File: config.mk
export PLATFORM = sky130hd
export DESIGN_NAME = hazard_stall_ctrl_flat
export DESIGN_NICKNAME = d
export VERILOG_FILES = /design/src/rtl/hazard_stall_ctrl_pkg.sv /design/src/rtl/hazard_stall_ctrl_if.sv /design/src/rtl/hazard_stall_ctrl_sat_counter.sv /design/src/rtl/hazard_stall_ctrl.sv /design/src/flat_wrapper.sv
export SDC_FILE = /design/constraint.sdc
export NUM_CORES = 1
export LEC_CHECK = 0
export CAP_MARGIN = 25
export CORE_ASPECT_RATIO = 1.1
export CORE_MARGIN = 4
export CORE_UTILIZATION = 40
export CTS_BUF_LIST = sky130_fd_sc_hd__clkbuf_2
export DETAILED_ROUTE_END_ITERATION = 16
export PLACE_DENSITY = 0.7
export SLEW_MARGIN = 20
export SYNTH_ARGS = -nofsm -noshare
export SYNTH_HDL_FRONTEND = slang
export SYNTH_HIERARCHICAL = 1
export SYNTH_SLANG_ARGS = --single-unit
File: constraint.sdc
create_clock -name clk -period 5.4 [get_ports clk]
set_input_delay 0.81 -clock clk [delete_from_list [all_inputs] [get_ports clk]]
set_output_delay 0.81 -clock clk [all_outputs]
set_load 0.1 [all_outputs]
File: src/rtl/hazard_stall_ctrl_pkg.sv
// Shared pipeline constants and hazard-controller state encoding.
package hazard_stall_ctrl_pkg;

  // MIPS-style opcodes
  localparam logic [5:0] OP_RTYPE = 6'h00;
  localparam logic [5:0] OP_BEQ   = 6'h04;
  localparam logic [5:0] OP_BNE   = 6'h05;
  localparam logic [5:0] OP_SW    = 6'h2B;
  localparam logic [5:0] OP_LW    = 6'h23;

  // Instruction field slices
  localparam int unsigned OP_HI = 31;
  localparam int unsigned OP_LO = 26;
  localparam int unsigned RS_HI = 25;
  localparam int unsigned RS_LO = 21;
  localparam int unsigned RT_HI = 20;
  localparam int unsigned RT_LO = 16;

  localparam int unsigned FC_W   = 3;
  localparam int unsigned WAIT_W = 16;

  typedef enum logic [1:0] {
    ST_RUN      = 2'd0,
    ST_FLUSH    = 2'd1,
    ST_MEM_WAIT = 2'd2
  } state_t;

endpackage

File: src/rtl/hazard_stall_ctrl_if.sv
// Pipeline <-> hazard controller signal bundle.
interface hazard_stall_ctrl_if #(
  parameter int unsigned CNT_W = 16
);
  logic [31:0]      if_id_instruction;
  logic [31:0]      id_ex_instruction;
  logic             id_ex_MemRead;
  logic             ex_mem_branch_taken;
  logic             dmem_req;
  logic             dmem_ready;
  logic             stall;
  logic             pc_write;
  logic             if_id_write;
  logic             if_id_flush;
  logic             pipe_hold;
  logic [CNT_W-1:0] stall_count;
  logic [CNT_W-1:0] flush_count;
  logic             mem_err;

  // Pipeline side
  modport master (
    output if_id_instruction, id_ex_instruction, id_ex_MemRead,
           ex_mem_branch_taken, dmem_req, dmem_ready,
    input  stall, pc_write, if_id_write, if_id_flush, pipe_hold,
           stall_count, flush_count, mem_err
  );

  // Controller side
  modport slave (
    input  if_id_instruction, id_ex_instruction, id_ex_MemRead,
           ex_mem_branch_taken, dmem_req, dmem_ready,
    output stall, pc_write, if_id_write, if_id_flush, pipe_hold,
           stall_count, flush_count, mem_err
  );
endinterface

File: src/rtl/hazard_stall_ctrl_sat_counter.sv
// Saturating up-counter with synchronous clear, updated on the falling edge.
module sat_counter #(
  parameter int unsigned W = 16
) (
  input  logic         clk,
  input  logic         rst_n,
  input  logic         inc,
  input  logic         clr,
  output logic [W-1:0] q
);

  // Count up, hold at all-ones
  always_ff @(negedge clk or negedge rst_n) begin
    if (!rst_n)               q <= '0;
    else if (clr)             q <= '0;
    else if (inc && q != '1)  q <= q + W'(1);
  end

endmodule

File: src/rtl/hazard_stall_ctrl.sv
// Load-use / branch-flush / memory-wait hazard controller.
module hazard_stall_ctrl
  import hazard_stall_ctrl_pkg::*;
#(
  parameter int unsigned FLUSH_LEN   = 3,
  parameter int unsigned MEM_TIMEOUT = 255,
  parameter int unsigned CNT_W       = 16
) (
  input logic              clk,
  input logic              rst_n,
  hazard_stall_ctrl_if.slave bus
);

  localparam logic [FC_W-1:0]   FLUSH_RELOAD = FC_W'(FLUSH_LEN - 1);
  localparam logic [WAIT_W-1:0] WAIT_MAX     = WAIT_W'(MEM_TIMEOUT);

  state_t            state, state_nxt;
  logic [FC_W-1:0]   flush_cnt, flush_cnt_nxt;
  logic [WAIT_W-1:0] wait_cnt;
  logic [CNT_W-1:0]  stall_q, flush_q;
  logic              mem_err_q, err_set;
  logic              stall_inc, flush_inc, wait_inc, wait_clr;
  logic              stall_c, pc_write_c, if_id_write_c, if_id_flush_c, pipe_hold_c;
  logic              mem_block, uses_rt, lu_hazard;
  logic [5:0]        id_op;
  logic [4:0]        id_rs, id_rt, ex_rt;

  // Decode fields and detect a load-use dependency
  always_comb begin
    id_op     = bus.if_id_instruction[OP_HI:OP_LO];
    id_rs     = bus.if_id_instruction[RS_HI:RS_LO];
    id_rt     = bus.if_id_instruction[RT_HI:RT_LO];
    ex_rt     = bus.id_ex_instruction[RT_HI:RT_LO];
    uses_rt   = (id_op == OP_RTYPE) || (id_op == OP_BEQ) ||
                (id_op == OP_BNE)   || (id_op == OP_SW);
    lu_hazard = bus.id_ex_MemRead && (ex_rt != 5'd0) &&
                ((ex_rt == id_rs) || (uses_rt && (ex_rt == id_rt)));
    mem_block = bus.dmem_req && !bus.dmem_ready;
  end

  // Next-state and combinational outputs; priority mem wait > flush > load-use
  always_comb begin
    state_nxt     = state;
    flush_cnt_nxt = flush_cnt;
    stall_inc     = 1'b0;
    flush_inc     = 1'b0;
    wait_inc      = 1'b0;
    wait_clr      = 1'b0;
    stall_c       = 1'b0;
    pc_write_c    = 1'b0;
    if_id_write_c = 1'b0;
    if_id_flush_c = 1'b0;
    pipe_hold_c   = 1'b0;
    err_set       = 1'b0;
    case (state)
      ST_RUN, ST_FLUSH: begin
        if (mem_block) begin
          pipe_hold_c = 1'b1;
          wait_inc    = 1'b1;
          state_nxt   = ST_MEM_WAIT;
        end else if (bus.ex_mem_branch_taken) begin
          if_id_flush_c = 1'b1;
          stall_c       = 1'b1;
          pc_write_c    = 1'b1;
          if_id_write_c = 1'b1;
          flush_inc     = 1'b1;
          flush_cnt_nxt = FLUSH_RELOAD;
          state_nxt     = (FLUSH_RELOAD != '0) ? ST_FLUSH : ST_RUN;
        end else if (state == ST_FLUSH) begin
          if_id_flush_c = 1'b1;
          stall_c       = 1'b1;
          pc_write_c    = 1'b1;
          if_id_write_c = 1'b1;
          flush_cnt_nxt = flush_cnt - FC_W'(1);
          if (flush_cnt == FC_W'(1)) state_nxt = ST_RUN;
        end else if (lu_hazard) begin
          stall_c   = 1'b1;
          stall_inc = 1'b1;
        end else begin
          pc_write_c    = 1'b1;
          if_id_write_c = 1'b1;
        end
      end
      ST_MEM_WAIT: begin
        pipe_hold_c = 1'b1;
        err_set     = (wait_cnt >= WAIT_MAX);
        if (bus.dmem_ready) begin
          wait_clr  = 1'b1;
          state_nxt = (flush_cnt != '0) ? ST_FLUSH : ST_RUN;
        end else begin
          wait_inc = (wait_cnt < WAIT_MAX);
        end
      end
      default: state_nxt = ST_RUN;
    endcase
    // Hold the pipe in a safe bubble while reset is asserted
    if (!rst_n) begin
      stall_c       = 1'b1;
      pc_write_c    = 1'b0;
      if_id_write_c = 1'b0;
      if_id_flush_c = 1'b1;
      pipe_hold_c   = 1'b0;
    end
  end

  // State, flush countdown and sticky timeout flag
  always_ff @(negedge clk or negedge rst_n) begin
    if (!rst_n) begin
      state     <= ST_RUN;
      flush_cnt <= '0;
      mem_err_q <= 1'b0;
    end else begin
      state     <= state_nxt;
      flush_cnt <= flush_cnt_nxt;
      if (err_set) mem_err_q <= 1'b1;
    end
  end

  sat_counter #(.W(CNT_W)) u_stall_cnt (
    .clk(clk), .rst_n(rst_n), .inc(stall_inc), .clr(1'b0), .q(stall_q)
  );

  sat_counter #(.W(CNT_W)) u_flush_cnt (
    .clk(clk), .rst_n(rst_n), .inc(flush_inc), .clr(1'b0), .q(flush_q)
  );

  sat_counter #(.W(WAIT_W)) u_wait_cnt (
    .clk(clk), .rst_n(rst_n), .inc(wait_inc), .clr(wait_clr), .q(wait_cnt)
  );

  assign bus.stall       = stall_c;
  assign bus.pc_write    = pc_write_c;
  assign bus.if_id_write = if_id_write_c;
  assign bus.if_id_flush = if_id_flush_c;
  assign bus.pipe_hold   = pipe_hold_c;
  assign bus.stall_count = stall_q;
  assign bus.flush_count = flush_q;
  assign bus.mem_err     = mem_err_q;

endmodule

File: src/flat_wrapper.sv
// flat-port wrapper written by rule: the top's interface ports become plain ports
module hazard_stall_ctrl_flat import hazard_stall_ctrl_pkg::*;
#(
  parameter int unsigned FLUSH_LEN   = 3,
  parameter int unsigned MEM_TIMEOUT = 255,
  parameter int unsigned CNT_W       = 16
)
  (clk, rst_n, bus_if_id_instruction, bus_id_ex_instruction, bus_id_ex_MemRead, bus_ex_mem_branch_taken, bus_dmem_req, bus_dmem_ready, bus_stall, bus_pc_write, bus_if_id_write, bus_if_id_flush, bus_pipe_hold, bus_stall_count, bus_flush_count, bus_mem_err);
  hazard_stall_ctrl_if #(.CNT_W(CNT_W)) bus_i ();
  input logic clk;
  input logic rst_n;
  input wire logic [$bits(bus_i.if_id_instruction)-1:0] bus_if_id_instruction;
  input wire logic [$bits(bus_i.id_ex_instruction)-1:0] bus_id_ex_instruction;
  input wire logic [$bits(bus_i.id_ex_MemRead)-1:0] bus_id_ex_MemRead;
  input wire logic [$bits(bus_i.ex_mem_branch_taken)-1:0] bus_ex_mem_branch_taken;
  input wire logic [$bits(bus_i.dmem_req)-1:0] bus_dmem_req;
  input wire logic [$bits(bus_i.dmem_ready)-1:0] bus_dmem_ready;
  output wire logic [$bits(bus_i.stall)-1:0] bus_stall;
  output wire logic [$bits(bus_i.pc_write)-1:0] bus_pc_write;
  output wire logic [$bits(bus_i.if_id_write)-1:0] bus_if_id_write;
  output wire logic [$bits(bus_i.if_id_flush)-1:0] bus_if_id_flush;
  output wire logic [$bits(bus_i.pipe_hold)-1:0] bus_pipe_hold;
  output wire logic [$bits(bus_i.stall_count)-1:0] bus_stall_count;
  output wire logic [$bits(bus_i.flush_count)-1:0] bus_flush_count;
  output wire logic [$bits(bus_i.mem_err)-1:0] bus_mem_err;
  assign bus_i.if_id_instruction = bus_if_id_instruction;
  assign bus_i.id_ex_instruction = bus_id_ex_instruction;
  assign bus_i.id_ex_MemRead = bus_id_ex_MemRead;
  assign bus_i.ex_mem_branch_taken = bus_ex_mem_branch_taken;
  assign bus_i.dmem_req = bus_dmem_req;
  assign bus_i.dmem_ready = bus_dmem_ready;
  assign bus_stall = bus_i.stall;
  assign bus_pc_write = bus_i.pc_write;
  assign bus_if_id_write = bus_i.if_id_write;
  assign bus_if_id_flush = bus_i.if_id_flush;
  assign bus_pipe_hold = bus_i.pipe_hold;
  assign bus_stall_count = bus_i.stall_count;
  assign bus_flush_count = bus_i.flush_count;
  assign bus_mem_err = bus_i.mem_err;
  hazard_stall_ctrl #(.FLUSH_LEN(FLUSH_LEN), .MEM_TIMEOUT(MEM_TIMEOUT), .CNT_W(CNT_W)) u_core (.clk(clk), .rst_n(rst_n), .bus(bus_i));
endmodule
==> metrics.cfg, run 1 <==
[sta]
setup_viol_count_final=1
finalClockSkew_ps=28.3
hold_viol_final=0
worst_slew_margin_rel_pct=37.2
tightest_slew_ps=936
final.setup.worst_slack_ps=-17.9
fin_tns_setup_ps=-17.9
drv_slew=0

[min_path]
whs_endpoint=u_core/bus.mem_err$_DFFE_NN0P_
hp-class=flip-flop to flip-flop
worstHoldStart=u_core/bus.mem_err$_DFFE_NN0P_
min_path_cells=1

[outcome]
status=finished with violations
violations=negative setup slack

[grt]
grt_max_degree=34
grt_pass1_wl_um=13400
antenna_found_initial=0
overflow=0
track_usage_pct=16.2
grt_pass1_vias=2953

[clock_tree]
cts_root_buffer=clkbuf_2
cts.clk_slew.worst_paths_ps=180
cts_tree=done
numCtsBuffers=5
postCtsHoldBufs=0
cts_sinks=54
cts_buffer_depth=2
worstSkewPairLatency_ps=380
htreeDepth=2

[die]
die_height_um=105
core-area_um2=8360
start_util_pct=41.0
rows=35
fp.dieW_um=96.2
io_pins=108
die-area_um2=10100

[yosys]
synth-edff-count=0
synth-xor-area-share_pct=3.07
synth.cell_area_um2=3430
synth_top_family_by_area=simple AND/OR/NAND/NOR gates
synth-main-ff-cell=dfrtn_1
synthAdderAreaFrac_pct=2.19
synthDistinctLibCells=55
synth-compound-area-share_pct=16.9
ys_top_cells_by_count=54 x dfrtn_1, 38 x a21oi_1, 23 x nand2_1
netlist.area_leader.share_pct=39.4
synth.area.mux_share_pct=3.69
ys_async_sr_fraction_pct=100
synthTopCellsByArea=dfrtn_1 39%, a21oi_1 5.6%, o31ai_1 3.7%, nand4_1 3.5%, or4_1 2.8%
yosysTopAreaCell=dfrtn_1
ys_seq_area_share_pct=39.4
post-synth-top-count-cell=dfrtn_1
synth-simple-area-share_pct=31.1
yosysWarnings=6
syn_avg_cell_area_um2=9.28
syn-instance-count=369
synth_seq_cells=54

[critical_path]
cpPeakStageDelay_ps=470
r2r_end=u_core/u_stall_cnt/q[15]$_DFFE_NN0P_
r2r_cells=5
crit_chain=clkdlybuf4s50_1 > xnor2_1 > nand4_1 > nor3_2 > a32oi_2 > nor2_2 > buf_6 > nand3_1 > nor4_2 > mux2_1
cp_max_fo=3
crit_type=primary input to flip-flop
critPathTopFamily=simple AND/OR/NAND/NOR gates
end_kind=flip-flop
reg2reg_setup_slack_ps=3010
crit_buf_inv=2
cp.arrival_ps=2970
critPathRequiredTime_ps=2960
reg2reg_from=u_core/u_stall_cnt/q[0]$_DFFE_NN0P_
cp-start-kind=primary input
slowest_stage=clkdlybuf4s50_1

[cells_and_area]
layout-area-overhead-vs-synth_pct=31.7
design_area_um2=4510
fin_cells=573
fin_nets=537
fillers=790
utilization_pct=54.0
drive_gt1_share_pct=25.8
n_antenna_cell=0

[drt]
drtIter0Drc=135
drc_errors=0
via_per_inst=5.59
postRouteAntennaNets=0
drt_wl_total_um=8310
firstDrtPassIters=4
vias=3201
wl_per_cell_um=14.5

[placement]
post_dp_cell_area_um2=4320
dpl.cell_count=557
hpwl_um=6020
place_congestion=0.810
numPortBuffers=64

[power]
finalPower_uw=920
irDropWorstVdd_uv=222
leakagePower_uw=0.00195
p_per_area_nw_per_um2=204

[flow_run]
max_cap_violations=0

## how the worst max path moves through the flow
stage / startpoint / to / slack, ps / cells after the start
after global routing: bus_if_id_instruction[20] / u_core/u_stall_cnt/q[15]$_DFFE_NN0P_ / -70 / 10
after floorplan: u_core/state[0]$_DFFE_NN0P_ / bus_pc_write / 8 / 5
after CTS: u_core/state[0]$_DFFE_NN0P_ / bus_pc_write / -30 / 6
final: bus_if_id_instruction[16] / u_core/u_stall_cnt/q[15]$_DFFE_NN0P_ / -20 / 10
after global placement: bus_id_ex_instruction[17] / u_core/u_stall_cnt/q[13]$_DFFE_NN0P_ / -500 / 9
after detailed placement: bus_id_ex_instruction[19] / u_core/u_stall_cnt/q[15]$_DFFE_NN0P_ / -560 / 9
## state kept, by name, indices dropped and copies added (netlist names)
register and count:
u_core/u_stall_cnt/q 16, u_core/u_flush_cnt/q 16, u_core/bus.mem_err 1, u_core/flush_cnt 3, u_core/state 2, u_core/u_wait_cnt/q 16
## stage by stage
| step | setup WS [ps] | hold slack, ps |
|---|---|---|
| 4_1_cts | -27.4 | 451 |
| 5_1_grt | -71.9 | 487 |
| 3_5_place_dp | -555 | 434 |
| 6_report | -17.9 | 460 |
| 3_3_place_gp | -503 | 449 |
| 2_1_floorplan | 7.73 | 457 |
## power by group
group / leakage (µW) / internal [µW] / switching (µW) / total (µW)
clock: 0.0000304 / 31.8 / 125 / 157
combinational: 0.00119 / 120 / 166 / 286
sequential: 0.000737 / 441 / 35.4 / 476
total: 0.00195 / 593 / 327 / 920
## per-layer routing
layer	routed length [µm]	GRT usage, %	up-vias
li1	-	-	1589
met1	3570	20.0	1556
met2	4200	28.1	50
met5	0	0	-
met4	76	3.96	0
met3	464	3.38	6
## cell type report
| cell class | count | area (µm²) | area share (%) |
|---|---|---|---|
| Multi-Input combinational cell | 292 | 2060 | 45.6 |
| Inverter | 12 | 45.0 | 0.998 |
| Tap cell | 111 | 139 | 3.08 |
| Clock buffer | 6 | 30.0 | 0.665 |
| Timing Repair Buffer | 96 | 882 | 19.5 |
| Clock inverter | 2 | 8.76 | 0.194 |
| Sequential cell | 54 | 1350 | 29.9 |
## worst register-to-register path: cells and delay by family, from the launching register on
kind | cells | cell delay (ps)
multiplexers | 1 | 350
adder cells (fa/ha/maj) | 1 | 250
AND/OR/NAND/NOR | 3 | 1150
flip-flops | 1 | 530
## cells by family after synthesis
| family | count (synthesis) |
|---|---|
| AND/OR/NAND/NOR | 167 |
| AO/OA/AOI/OAI | 92 |
| flip-flops | 54 |
| buffers and inverters | 26 |
| XOR/XNOR | 12 |
| multiplexers | 11 |
| adder cells (fa/ha/maj) | 6 |
| other | 1 |
## placed cells by master, fill, tap and decap left out, types with 3 or more instances in the layout
| master | count |
|---|---|
| and2_1 | 4 |
| a21oi_1 | 37 |
| nand2b_1 | 5 |
| nor2_1 | 17 |
| nand2_1 | 22 |
| nand4_1 | 19 |
| dfrtn_1 | 54 |
| and4_2 | 5 |
| nor4_2 | 4 |
| mux2_1 | 8 |
| inv_1 | 11 |
| xnor2_1 | 7 |
| ha_1 | 6 |
| or4_2 | 4 |
| clkdlybuf4s50_1 | 21 |
| buf_4 | 62 |
| nor4_4 | 3 |
| and3_1 | 6 |
| buf_12 | 7 |
| nor4_1 | 7 |
| o31ai_1 | 17 |
| o21ai_0 | 10 |
| or3_1 | 10 |
| or4_1 | 13 |
| nor3_1 | 7 |
| xor2_1 | 5 |
| o21ai_1 | 6 |
| clkbuf_2 | 6 |
| dlymetal6s2s_1 | 4 |
| conb_1 | 4 |
| nand3_1 | 10 |
| nor2b_1 | 12 |
## timing repair
item,in CTS,in global routing
pin swaps,3,5
setup endpoints to repair,13,14
setup buffers,2,6
gates resized for setup,5,18
(Power assumes the default switching activity.)
==> run 2: changes to the inputs <==
PLACE_DENSITY = 0.8   (was 0.7)
==> metrics.cfg, run 2 (synthesized netlist as in run 1, its figures left out) <==
[sta]
rsz0062_at_grt=false
tightest_slew_ps=970
worst_slew_margin_rel_pct=34.9
setup_viol_count_final=0
fin_tns_setup_ps=0
hold_viol_final=0
finalClockSkew_ps=34.2
drv_slew=0
hold_slack_ps=463

[grt]
grt_pass1_wl_um=14100
overflow=0
track_usage_pct=16.8
grt_max_degree=58
grt_pass1_vias=3203
antenna_found_initial=0

[critical_path]
crit_start=bus_id_ex_instruction[16]
crit_type=primary input to flip-flop
end_kind=flip-flop
cpPeakStageDelay_ps=520
crit_end=u_core/u_stall_cnt/q[7]$_DFFE_NN0P_
reg2reg_setup_slack_ps=2990
r2r_end=u_core/u_wait_cnt/q[11]$_DFFE_NN0P_
crit_chain=clkdlybuf4s50_1 > xnor2_1 > nand4_1 > nor3_2 > a32oi_2 > nor2_4 > clkinv_4 > buf_2 > or4_1 > a21oi_1
cp.arrival_ps=3110
cp-start-kind=primary input
slowest_stage=clkdlybuf4s50_1
reg2reg_from=u_core/u_wait_cnt/q[13]$_DFFE_NN0P_
cp_max_fo=8
r2r_cells=8
critPathRequiredTime_ps=3180

[die]
fp.dieW_um=96.2
rows=35
start_util_pct=41.0
io_pins=108
core-area_um2=8360
die_height_um=105
die-area_um2=10100

[outcome]
status=completed

[clock_tree]
cts_root_buffer=clkbuf_2
cts.clk_slew.worst_paths_ps=190
htreeDepth=2
cts_sinks=54
cts_buffer_depth=2
cts_tree=done
worstSkewPairLatency_ps=400
numCtsBuffers=5

[drt]
postRouteAntennaNets=0
firstDrtPassIters=4
wl_per_cell_um=14.8
drtIter0Drc=114
vias=3224
drt_wl_total_um=8430
via_per_inst=5.67
drc_errors=0

[cells_and_area]
fin_nets=533
n_antenna_cell=0
largestRegisters=u_core/u_flush_cnt/q (16), u_core/u_stall_cnt/q (16), u_core/u_wait_cnt/q (16)
layout-area-overhead-vs-synth_pct=30.6
final_cell_mix=58 x buf_4, 54 x dfrtn_1, 37 x a21oi_1
drive_gt1_share_pct=25.3
final_common_cell=buf_4
utilization_pct=53.5

[flow_run]
max_cap_violations=0

[placement]
place_congestion=0.814
numPortBuffers=64
hpwl_um=6050

[power]
leakagePower_uw=0.00192
irDropWorstVdd_uv=90.5
p_per_area_nw_per_um2=204

[min_path]
worstHoldStart=u_core/bus.mem_err$_DFFE_NN0P_
hp-class=flip-flop to flip-flop

-- run 2: metrics by stage --
step           worst slack [ps]  cells  instance area (µm²)  total power (µW)
3_5_place_dp               -615    556                 4300               750
2_1_floorplan              7.73    372                 3440               647
5_1_grt                    6.99    569                 4480               968
3_3_place_gp               -524    556                 4300               737
4_1_cts                   -4.33    567                 4400               917
6_report                   70.2    569                 4480               914
-- run 2: critical path: cells and delay by family --
kind                   cells  cell delay [ps]
XOR/XNOR                   1              130
AND/OR/NAND/NOR            4             1060
buffers and inverters      3              810
AO/OA/AOI/OAI              2              290
-- run 2: power breakdown --
| part | leakage [µW] | internal [µW] | total [µW] | switching, µW |
|---|---|---|---|---|
| sequential | 0.000737 | 441 | 477 | 36.4 |
| clock | 0.0000304 | 31.8 | 158 | 126 |
| combinational | 0.00115 | 112 | 278 | 166 |
-- run 2: worst min path at each step --
stage,to,cells after the start
6_report,u_core/bus.mem_err$_DFFE_NN0P_,1
3_3_place_gp,u_core/bus.mem_err$_DFFE_NN0P_,1
3_5_place_dp,u_core/bus.mem_err$_DFFE_NN0P_,1
2_1_floorplan,u_core/flush_cnt[2]$_DFFE_NN0P_,2
4_1_cts,u_core/bus.mem_err$_DFFE_NN0P_,1
5_1_grt,u_core/bus.mem_err$_DFFE_NN0P_,1
-- run 2: layout make-up --
class,count,area [µm²]
fillers,751,3890
multi-input cells,292,2060
flip-flops and latches,54,1350
repair buffers,92,835
well taps,111,139
inverters,12,50.0
clock buffers,6,30.0
clock inverters,2,8.76
-- run 2: per-layer routing --
layer / part of all wire [%] / global-route usage [%]
met1: 40 / 19.2
met2: 54 / 31.2
met3: 5.3 / 2.38
met4: 0.93 / 5.28
met5: 0 / 0
-- run 2: what timing repair did --
item	in CTS	in global routing
endpoints found under the hold margin	0	0
gates resized for setup	8	17
cloned	0	0
hold buffers	0	0
setup buffers	3	3
endpoints found under the setup margin	12	14
pin swaps	2	5
==> run 3: changes to the inputs <==
CORE_ASPECT_RATIO = 0.6   (was 1.1)
CORE_UTILIZATION = 52   (was 40)
PLACE_DENSITY = 0.95   (was 0.8)
==> metrics.cfg, run 3 (synthesized netlist as in run 1, its figures left out) <==
[power]
leakagePower_uw=0.00188
p_per_area_nw_per_um2=219
irDropWorstVdd_uv=164

[sta]
hold_viol_final=0
worst_slew_margin_rel_pct=36.5
setup_viol_count_final=0
tightest_slew_ps=945
rsz0062_at_grt=true
drv_slew=0
finalClockSkew_ps=18.4
fin_tns_setup_ps=0
hold_slack_ps=454

[drt]
drt_wl_total_um=8910
via_per_inst=6.19
drc_errors=0
postRouteAntennaNets=0
firstDrtPassIters=4
vias=3341
drtIter0Drc=277
wl_per_cell_um=16.5

[placement]
numPortBuffers=64
hpwl_um=6410
place_congestion=0.895
post_dp_cell_area_um2=4260

[cells_and_area]
fillers=444
n_antenna_cell=0
fin_nets=531
final_common_cell=buf_4
drive_gt1_share_pct=23.5
largestRegisters=u_core/u_flush_cnt/q (16), u_core/u_stall_cnt/q (16), u_core/u_wait_cnt/q (16)
final_cell_mix=58 x buf_4, 54 x dfrtn_1, 37 x a21oi_1
layout-area-overhead-vs-synth_pct=28.2
design_area_um2=4390
utilization_pct=70.3

[die]
rows=22
fp.dieW_um=113
die-area_um2=7990
core-area_um2=6250
io_pins=108
start_util_pct=54.8
die_height_um=70.9

[clock_tree]
worstSkewPairLatency_ps=370
postCtsHoldBufs=0
htreeDepth=2
cts.clk_slew.worst_paths_ps=180
numCtsBuffers=5
cts_buffer_depth=2
cts_root_buffer=clkbuf_2
cts_sinks=54
cts_tree=done

[grt]
track_usage_pct=21.8
grt_max_degree=31
antenna_found_initial=0
grt_pass1_wl_um=14700
grt_pass1_vias=3087
overflow=0

[critical_path]
critPathRequiredTime_ps=2950
cp-start-kind=primary input
end_kind=flip-flop
cp_max_fo=13
cp.arrival_ps=2890
crit_type=primary input to flip-flop

[outcome]
status=completed

[min_path]
hp-class=flip-flop to flip-flop

[flow_run]
max_cap_violations=0

## run 3: repair_timing
item | in CTS | in global routing
hold endpoints to repair | 0 | 0
gates resized for setup | 4 | 5
setup endpoints to repair | 4 | 9
buffers inserted | 0 | 3
pin swaps | 0 | 3
## run 3: cell type report
class,instances,area [µm²],area share (%)
clock inverter,3,45.0,1.03
clock buffer,5,25.0,0.570
multi-input combinational,292,2010,45.8
timing repair buffer,90,811,18.5
sequential,54,1350,30.8
inverter,12,45.0,1.03
tap,84,105,2.39
## run 3: path summary, 6_finish.rpt
kind / from / to / slack (ps) / cells after the start
worst max-delay path: bus_id_ex_instruction[20] / u_core/u_stall_cnt/q[9]$_DFFE_NN0P_ / 50 / 9
worst min-delay path: u_core/bus.mem_err$_DFFE_NN0P_ / u_core/bus.mem_err$_DFFE_NN0P_ / 450 / 1
worst max register to register: u_core/u_flush_cnt/q[0]$_DFFE_NN0P_ / u_core/u_flush_cnt/q[11]$_DFFE_NN0P_ / 2910 / 5
worst min register to register: u_core/bus.mem_err$_DFFE_NN0P_ / u_core/bus.mem_err$_DFFE_NN0P_ / 450 / 1
max in group asynchronous: rst_n / u_core/u_flush_cnt/q[6]$_DFFE_NN0P_ / 1790 / 2
min in group asynchronous: rst_n / u_core/u_stall_cnt/q[2]$_DFFE_NN0P_ / 2990 / 1
## run 3: stage by stage
| step | worst slack (ps) | std cells | total power, µW |
|---|---|---|---|
| final | 52.0 | 540 | 962 |
| after floorplan | 7.73 | 372 | 647 |
| after global placement | -380 | 529 | 733 |
| after global routing | -15.7 | 540 | 1010 |
| after detailed placement | -528 | 529 | 749 |
| after CTS | 11.6 | 537 | 962 |
## run 3: per-layer routing
layer / part of all wire, % / global-route usage, % / vias to the layer above
li1: - / - / 1580
met3: 6.6 / 4.70 / 6
met2: 47 / 35.1 / 125
met1: 45 / 30.9 / 1630
met5: 0 / 0 / -
met4: 0.62 / 3.73 / 0
## run 3: worst max-delay path: stages
cell and delay (ps):
clkdlybuf4s50_1 530, xnor2_1 150, nand4_1 130, nor3_2 160
a32oi_1 100, nor2_1 190, inv_2 150, nor4_2 310
mux2_1 350
## run 3: power by group
part           internal, µW  total, µW  switching (µW)
clock                  77.4        212             135
combinational           107        271             164
sequential              441        478            37.3
